===== config.mk =====
export PLATFORM = sky130hd
export DESIGN_NAME = beacon_lock
export DESIGN_NICKNAME = d
export VERILOG_FILES = /design/src/rtl/beacon_pkg.sv /design/src/rtl/beacon_lock.sv
export SDC_FILE = /design/constraint.sdc
export NUM_CORES = 1
export LEC_CHECK = 0
export CAP_MARGIN = 20
export CORE_ASPECT_RATIO = 1.2
export CORE_MARGIN = 5
export CORE_UTILIZATION = 45
export CTS_BUF_LIST = sky130_fd_sc_hd__clkbuf_4
export DETAILED_ROUTE_END_ITERATION = 7
export SLEW_MARGIN = 20
export SYNTH_ARGS = -nofsm -noshare
export SYNTH_HDL_FRONTEND = slang
export SYNTH_SLANG_ARGS = --single-unit

===== constraint.sdc =====
create_clock -name clk -period 2.2 [get_ports clk]
set_input_delay 0.44 -clock clk [delete_from_list [all_inputs] [get_ports clk]]
set_output_delay 0.44 -clock clk [all_outputs]
set_load 0.01 [all_outputs]

===== src/rtl/beacon_pkg.sv =====
// Shared tone-code constants and lock-FSM state encoding for the beacon
// tone counter and the beacon_lock block.
package beacon_pkg;

    localparam logic [1:0] FREQ_NONE = 2'b00;
    localparam logic [1:0] FREQ_500  = 2'b01;
    localparam logic [1:0] FREQ_1K   = 2'b10;
    localparam logic [1:0] FREQ_1K5  = 2'b11;

    typedef enum logic [1:0] {
        ST_IDLE,
        ST_CONFIRM,
        ST_LOCKED,
        ST_HOLD
    } state_e;

    function automatic int max_int(input int a, input int b);
        return (a > b) ? a : b;
    endfunction

endpackage


===== src/rtl/beacon_lock.sv =====
// Debounced beacon tone lock: confirms a stable tone code, holds it through short
// dropouts and drops it after a loss timeout. Optional BEACON_LOCK_CHG_EN adds change/lock_count.
module beacon_lock
    import beacon_pkg::*;
#(
    parameter int CONFIRM_CYCLES = 2_000_000,
    parameter int LOSS_CYCLES    = 5_000_000
) (
    input  logic       clk,
    input  logic       rst_n,
    input  logic       enable,
    input  logic [1:0] frequency,
    output logic [1:0] beacon,
    output logic       locked,
    output logic       lost
`ifdef BEACON_LOCK_CHG_EN
    ,
    output logic       change,
    output logic [7:0] lock_count
`endif
);

    localparam int CNT_W = $clog2(max_int(CONFIRM_CYCLES, LOSS_CYCLES) + 1);
    localparam logic [CNT_W-1:0] CNT_ONE      = CNT_W'(1);
    localparam logic [CNT_W-1:0] CONFIRM_LAST = CNT_W'(CONFIRM_CYCLES - 1);
    localparam logic [CNT_W-1:0] LOSS_LAST    = CNT_W'(LOSS_CYCLES - 1);

    state_e           state_q, state_d;
    logic [1:0]       freq_q;
    logic [1:0]       cand_q, cand_d;
    logic [CNT_W-1:0] cnt_q, cnt_d;
    logic [1:0]       beacon_q, beacon_d;
    logic             locked_q, locked_d;
    logic             lost_q, lost_d;
    logic             do_lock, do_drop;

    // NOTE: every combinational output gets a default first so no path leaves it
    // unassigned, which is what keeps this block from inferring latches.
    always_comb begin
        state_d  = state_q;
        cand_d   = cand_q;
        cnt_d    = cnt_q;
        beacon_d = beacon_q;
        locked_d = locked_q;
        lost_d   = 1'b0;
        do_lock  = 1'b0;
        do_drop  = 1'b0;

        if (enable) begin
            unique case (state_q)
                ST_IDLE: begin
                    if (freq_q != FREQ_NONE) begin
                        cand_d  = freq_q;
                        cnt_d   = CNT_ONE;
                        state_d = ST_CONFIRM;
                        do_lock = (CONFIRM_CYCLES == 1);
                    end
                end
                ST_CONFIRM: begin
                    if (freq_q == FREQ_NONE) begin
                        state_d = ST_IDLE;
                        cnt_d   = '0;
                    end else if (freq_q == cand_q) begin
                        // Compare against threshold-1 so the counter never steps past it.
                        if (cnt_q >= CONFIRM_LAST) do_lock = 1'b1;
                        else                       cnt_d   = cnt_q + CNT_ONE;
                    end else begin
                        cand_d = freq_q;
                        cnt_d  = CNT_ONE;
                    end
                end
                ST_LOCKED: begin
                    if (freq_q != beacon_q) begin
                        state_d = ST_HOLD;
                        cnt_d   = CNT_ONE;
                        do_drop = (LOSS_CYCLES == 1);
                    end
                end
                ST_HOLD: begin
                    if (freq_q == beacon_q) begin
                        state_d = ST_LOCKED;
                        cnt_d   = '0;
                    end else if (cnt_q >= LOSS_LAST) begin
                        do_drop = 1'b1;
                    end else begin
                        cnt_d = cnt_q + CNT_ONE;
                    end
                end
                default: state_d = ST_IDLE;
            endcase

            if (do_lock) begin
                state_d  = ST_LOCKED;
                beacon_d = cand_d;
                locked_d = 1'b1;
                cnt_d    = '0;
            end

            if (do_drop) begin
                beacon_d = FREQ_NONE;
                locked_d = 1'b0;
                lost_d   = 1'b1;
                cand_d   = freq_q;
                if (freq_q != FREQ_NONE) begin
                    state_d = ST_CONFIRM;
                    cnt_d   = CNT_ONE;
                end else begin
                    state_d = ST_IDLE;
                    cnt_d   = '0;
                end
            end
        end
    end

    // NOTE: sequential state uses non-blocking assignments so every register
    // samples the pre-edge values regardless of statement order.
    always_ff @(posedge clk) begin
        if (!rst_n) begin
            state_q  <= ST_IDLE;
            freq_q   <= FREQ_NONE;
            cand_q   <= FREQ_NONE;
            cnt_q    <= '0;
            beacon_q <= FREQ_NONE;
            locked_q <= 1'b0;
            lost_q   <= 1'b0;
        end else begin
            state_q  <= state_d;
            freq_q   <= frequency;
            cand_q   <= cand_d;
            cnt_q    <= cnt_d;
            beacon_q <= beacon_d;
            locked_q <= locked_d;
            lost_q   <= lost_d;
        end
    end

    assign beacon = beacon_q;
    assign locked = locked_q;
    assign lost   = lost_q;

`ifdef BEACON_LOCK_CHG_EN
    logic       change_q;
    logic [7:0] lock_count_q;

    always_ff @(posedge clk) begin
        if (!rst_n) begin
            change_q     <= 1'b0;
            lock_count_q <= 8'd0;
        end else begin
            change_q <= (beacon_d != beacon_q);
            if (locked_d && !locked_q && (lock_count_q != 8'hFF)) begin
                lock_count_q <= lock_count_q + 8'd1;
            end
        end
    end

    assign change     = change_q;
    assign lock_count = lock_count_q;
`endif

endmodule


==> out/qor.yml <==
detailed_routing:
  detail_route.wl_per_cell_um: 15.0
  drt-initial-drc-count: 179
  vias_per_cell: 5.61
  routed_wl_um: 5550
  drc: 0
  num_vias: 2083
  antenna_left: 0
  firstDrtPassIters: 4
sta:
  drv_slew: 0
  post-route-period-util_pct: 98.2
  setup_violations: 0
  fin_crit_ns: 2.16
  hold_viol: 0
  finalClockSkew_ns: 0.00815
  worst_pin_slew_ns: 0.332
  fmax_mhz: 463
  relSlewSlack_pct: 77.6
  grt_setup_unrepaired: "true"
grt:
  grt_pass1_wl_um: 8930
  grt_overflow: 0
  grtUsageTotal_pct: 18.3
  antenna_found_initial: 0
  grt_pass1_vias: 1937
  grt_max_degree: 19
worst_setup_path:
  criticalPathCategory: "reg -> reg"
  timing.rr.end: "cnt_q[10]"
  slowest_delay_ns: 0.48
  crit_path_max_fanout: 8
  worstPathArrival_ns: 2.40
  timing.rr.start: "cnt_q[17]"
  crit_start: "cnt_q[17]"
  r2r_slack_ns: 0.04
  slowest_stage: "or4_1"
  endpoint_kind: "flop"
  path_cells: "nand4_1, or4_1, a221o_1, and3_4, buf_4, o21ai_0, a21oi_1, o21a_1"
  r2r_cells: 8
  critPathRequiredTime_ns: 2.43
  crit_path_start_kind: "flop"
  cp_num_buf_inv: 1
  cp_top_family: "simple AND/OR/NAND/NOR gates"
finish:
  fin_nets: 318
  fillers: 420
  fin_area_sq_um: 2680
  final_common_cell: "buf_4"
  layout_common_cells: "46 x buf_4, 24 x nand2_1, 24 x dfxtp_1, 19 x o21ai_0, 14 x a21oi_1"
  drive_above_1_share_pct: 31.3
  syn2layout_area_growth_pct: 30.3
  diodes: 0
  fin_util_pct: 59.2
clock_network:
  clkSinkCount: 33
  cts.path.max_buffers: 2
  h-tree-depth: 2
  clk_pin_slew_ns: 0.11
  clkLatencyLatePin_ns: 0.33
  cts_made_buffers: 5
  clock-root-buffer: "clkbuf_4"
  cts_tree: "done"
yosys:
  synth_cell_types: 55
  synth-seq-cells: 33
  ys_seq_area_share_pct: 32.1
  synthArstFlopShare_pct: 0
  yosysWarnings: 0
  postSynthAreaPerCell_sq_um: 7.74
  synth_edf_count: 0
  synth_ff_type: "dfxtp_1"
  syn_inst: 266
  postSynthNetCount: 272
  syn_area_sq_um: 2060
worst_hold_path:
  min_path_cells: 1
  hold_end: "locked"
  worstHoldStart: "locked"
  hp-class: "reg -> reg"
floorplan:
  dieArea_sq_um: 6030
  io_pins: 9
  die_w_um: 71.7
  dieHeight_um: 84.1
  core_sq_um: 4530
  start_util_pct: 45.5
  num_rows: 27
power_and_ir_drop:
  powerDensity_nw_per_um2: 395
  vdd_drop_max_v: 0.000251
  power_w: 0.00106
  leakage_nw: 1.02
placement:
  post_dp_cell_area_sq_um: 2480
  dp_hpwl_um: 4080
  gp_congestion: 0.830
  numPortBuffers: 8
run_status:
  status: "completed"
flow_run:
  maxCapViolations: 0
==> sequential cells by signal, indices dropped and copies added (netlist names) <==
name,count
cnt_q,23
beacon,2
cand_q,2
freq_q,2
state_q,2
locked,1
lost,1
==> per-layer routing <==
layer | vias up | global-route usage, % | share of wire (%)
met5 | - | 0 | 0
met4 | 0 | 5.47 | 0.63
met3 | 2 | 3.25 | 4.0
met2 | 47 | 30.8 | 50
met1 | 964 | 23.5 | 46
li1 | 1070 | - | -
==> synth_stat cells, types with 2 or more instances <==
cell type	number	area share, %
o21ai_0	21	5.1
inv_1	8	1.5
a21boi_0	3	1.1
a32o_1	2	0.97
nand4_1	9	2.7
nor3_1	10	2.4
and3_1	6	1.8
a41oi_1	2	0.85
and4_1	2	0.85
nand3_1	13	3.2
a21bo_2	5	2.4
and2_1	10	3.0
nor2b_1	2	0.61
xor2_1	6	2.6
nor2_1	14	2.6
buf_2	4	0.97
nand3b_1	3	1.1
or3_1	9	2.7
a31oi_1	2	0.61
nand2b_1	4	1.2
or2_2	2	0.61
o21a_1	5	1.8
o22ai_1	3	0.91
nor4_1	2	0.61
xnor2_1	4	1.7
a22oi_1	2	0.73
clkbuf_1	11	2.0
or4_1	5	1.8
a21o_1	2	0.73
nand2_1	24	4.4
mux2i_1	2	0.97
a21oi_1	14	3.4
dfxtp_1	33	32
==> cell type report <==
| cell class | instances | area, sq um | share of cell area (%) |
|---|---|---|---|
| multi-input combinational | 208 | 1410 | 52.5 |
| sequential | 33 | 672 | 25.1 |
| timing repair buffer | 56 | 448 | 16.7 |
| tap | 58 | 72.6 | 2.71 |
| clock buffer | 5 | 37.5 | 1.40 |
| inverter | 8 | 30.0 | 1.12 |
| clock inverter | 3 | 12.5 | 0.467 |
==> kinds of logic (layout without fill, tap and decap cells) <==
| family | Yosys count | after routing | synth area share, % |
|---|---|---|---|
| and+or+nand+nor | 122 | 122 | 32.8 |
| AOI/OAI and AO/OA | 73 | 73 | 24.1 |
| DFF | 33 | 33 | 32.1 |
| buffers and inverters | 25 | 72 | 5.23 |
| xor gates and xnor gates | 10 | 10 | 4.26 |
| muxes | 2 | 2 | 0.973 |
| adders and majority gates | 1 | 1 | 0.608 |
==> through the flow <==
| step | instances | setup TNS (ns) | hold WS, ns | setup WS [ns] |
|---|---|---|---|---|
| 2_1_floorplan | 266 | 0 | 0.476 | 0.0113 |
| 3_3_place_gp | 361 | -0.0664 | 0.451 | -0.0348 |
| 3_5_place_dp | 361 | -0.139 | 0.461 | -0.0508 |
| 4_1_cts | 369 | -0.0691 | 0.485 | -0.0157 |
| 5_1_grt | 371 | -0.308 | 0.508 | -0.0462 |
| 6_report | 371 | 0 | 0.483 | 0.0385 |
==> worst register-to-register path, stage by stage (launching register included) <==
cell and delay, ns:
dfxtp_2 0.36, nand4_1 0.11, or4_1 0.48, a221o_1 0.28
and3_4 0.19, buf_4 0.16, o21ai_0 0.20, a21oi_1 0.10
o21a_1 0.18
==> where the power goes <==
part	total [W]	internal [W]	switching [W]
combinational	0.000115	0.0000495	0.0000654
clock	0.000334	0.000116	0.000218
sequential	0.000611	0.000604	0.00000652
total	0.00106	0.000770	0.000290
==> worst max-delay path by stage <==
stage | endpoint | cells past startpoint
final | cnt_q[10] | 8
after global routing | cnt_q[8] | 7
after CTS | cnt_q[17] | 9
after detailed placement | cnt_q[10] | 8
after global placement | cnt_q[9] | 8
after floorplan | cnt_q[18] | 8
==> repair_timing <==
item | 4_1_cts | 5_1_grt
endpoints found under the setup margin | 14 | 21
resized for setup | 6 | 30
pin swaps | 0 | 7
hold buffers | 0 | 0
setup buffers | 0 | 2
Note: power is estimated with default switching activity, not from simulation.
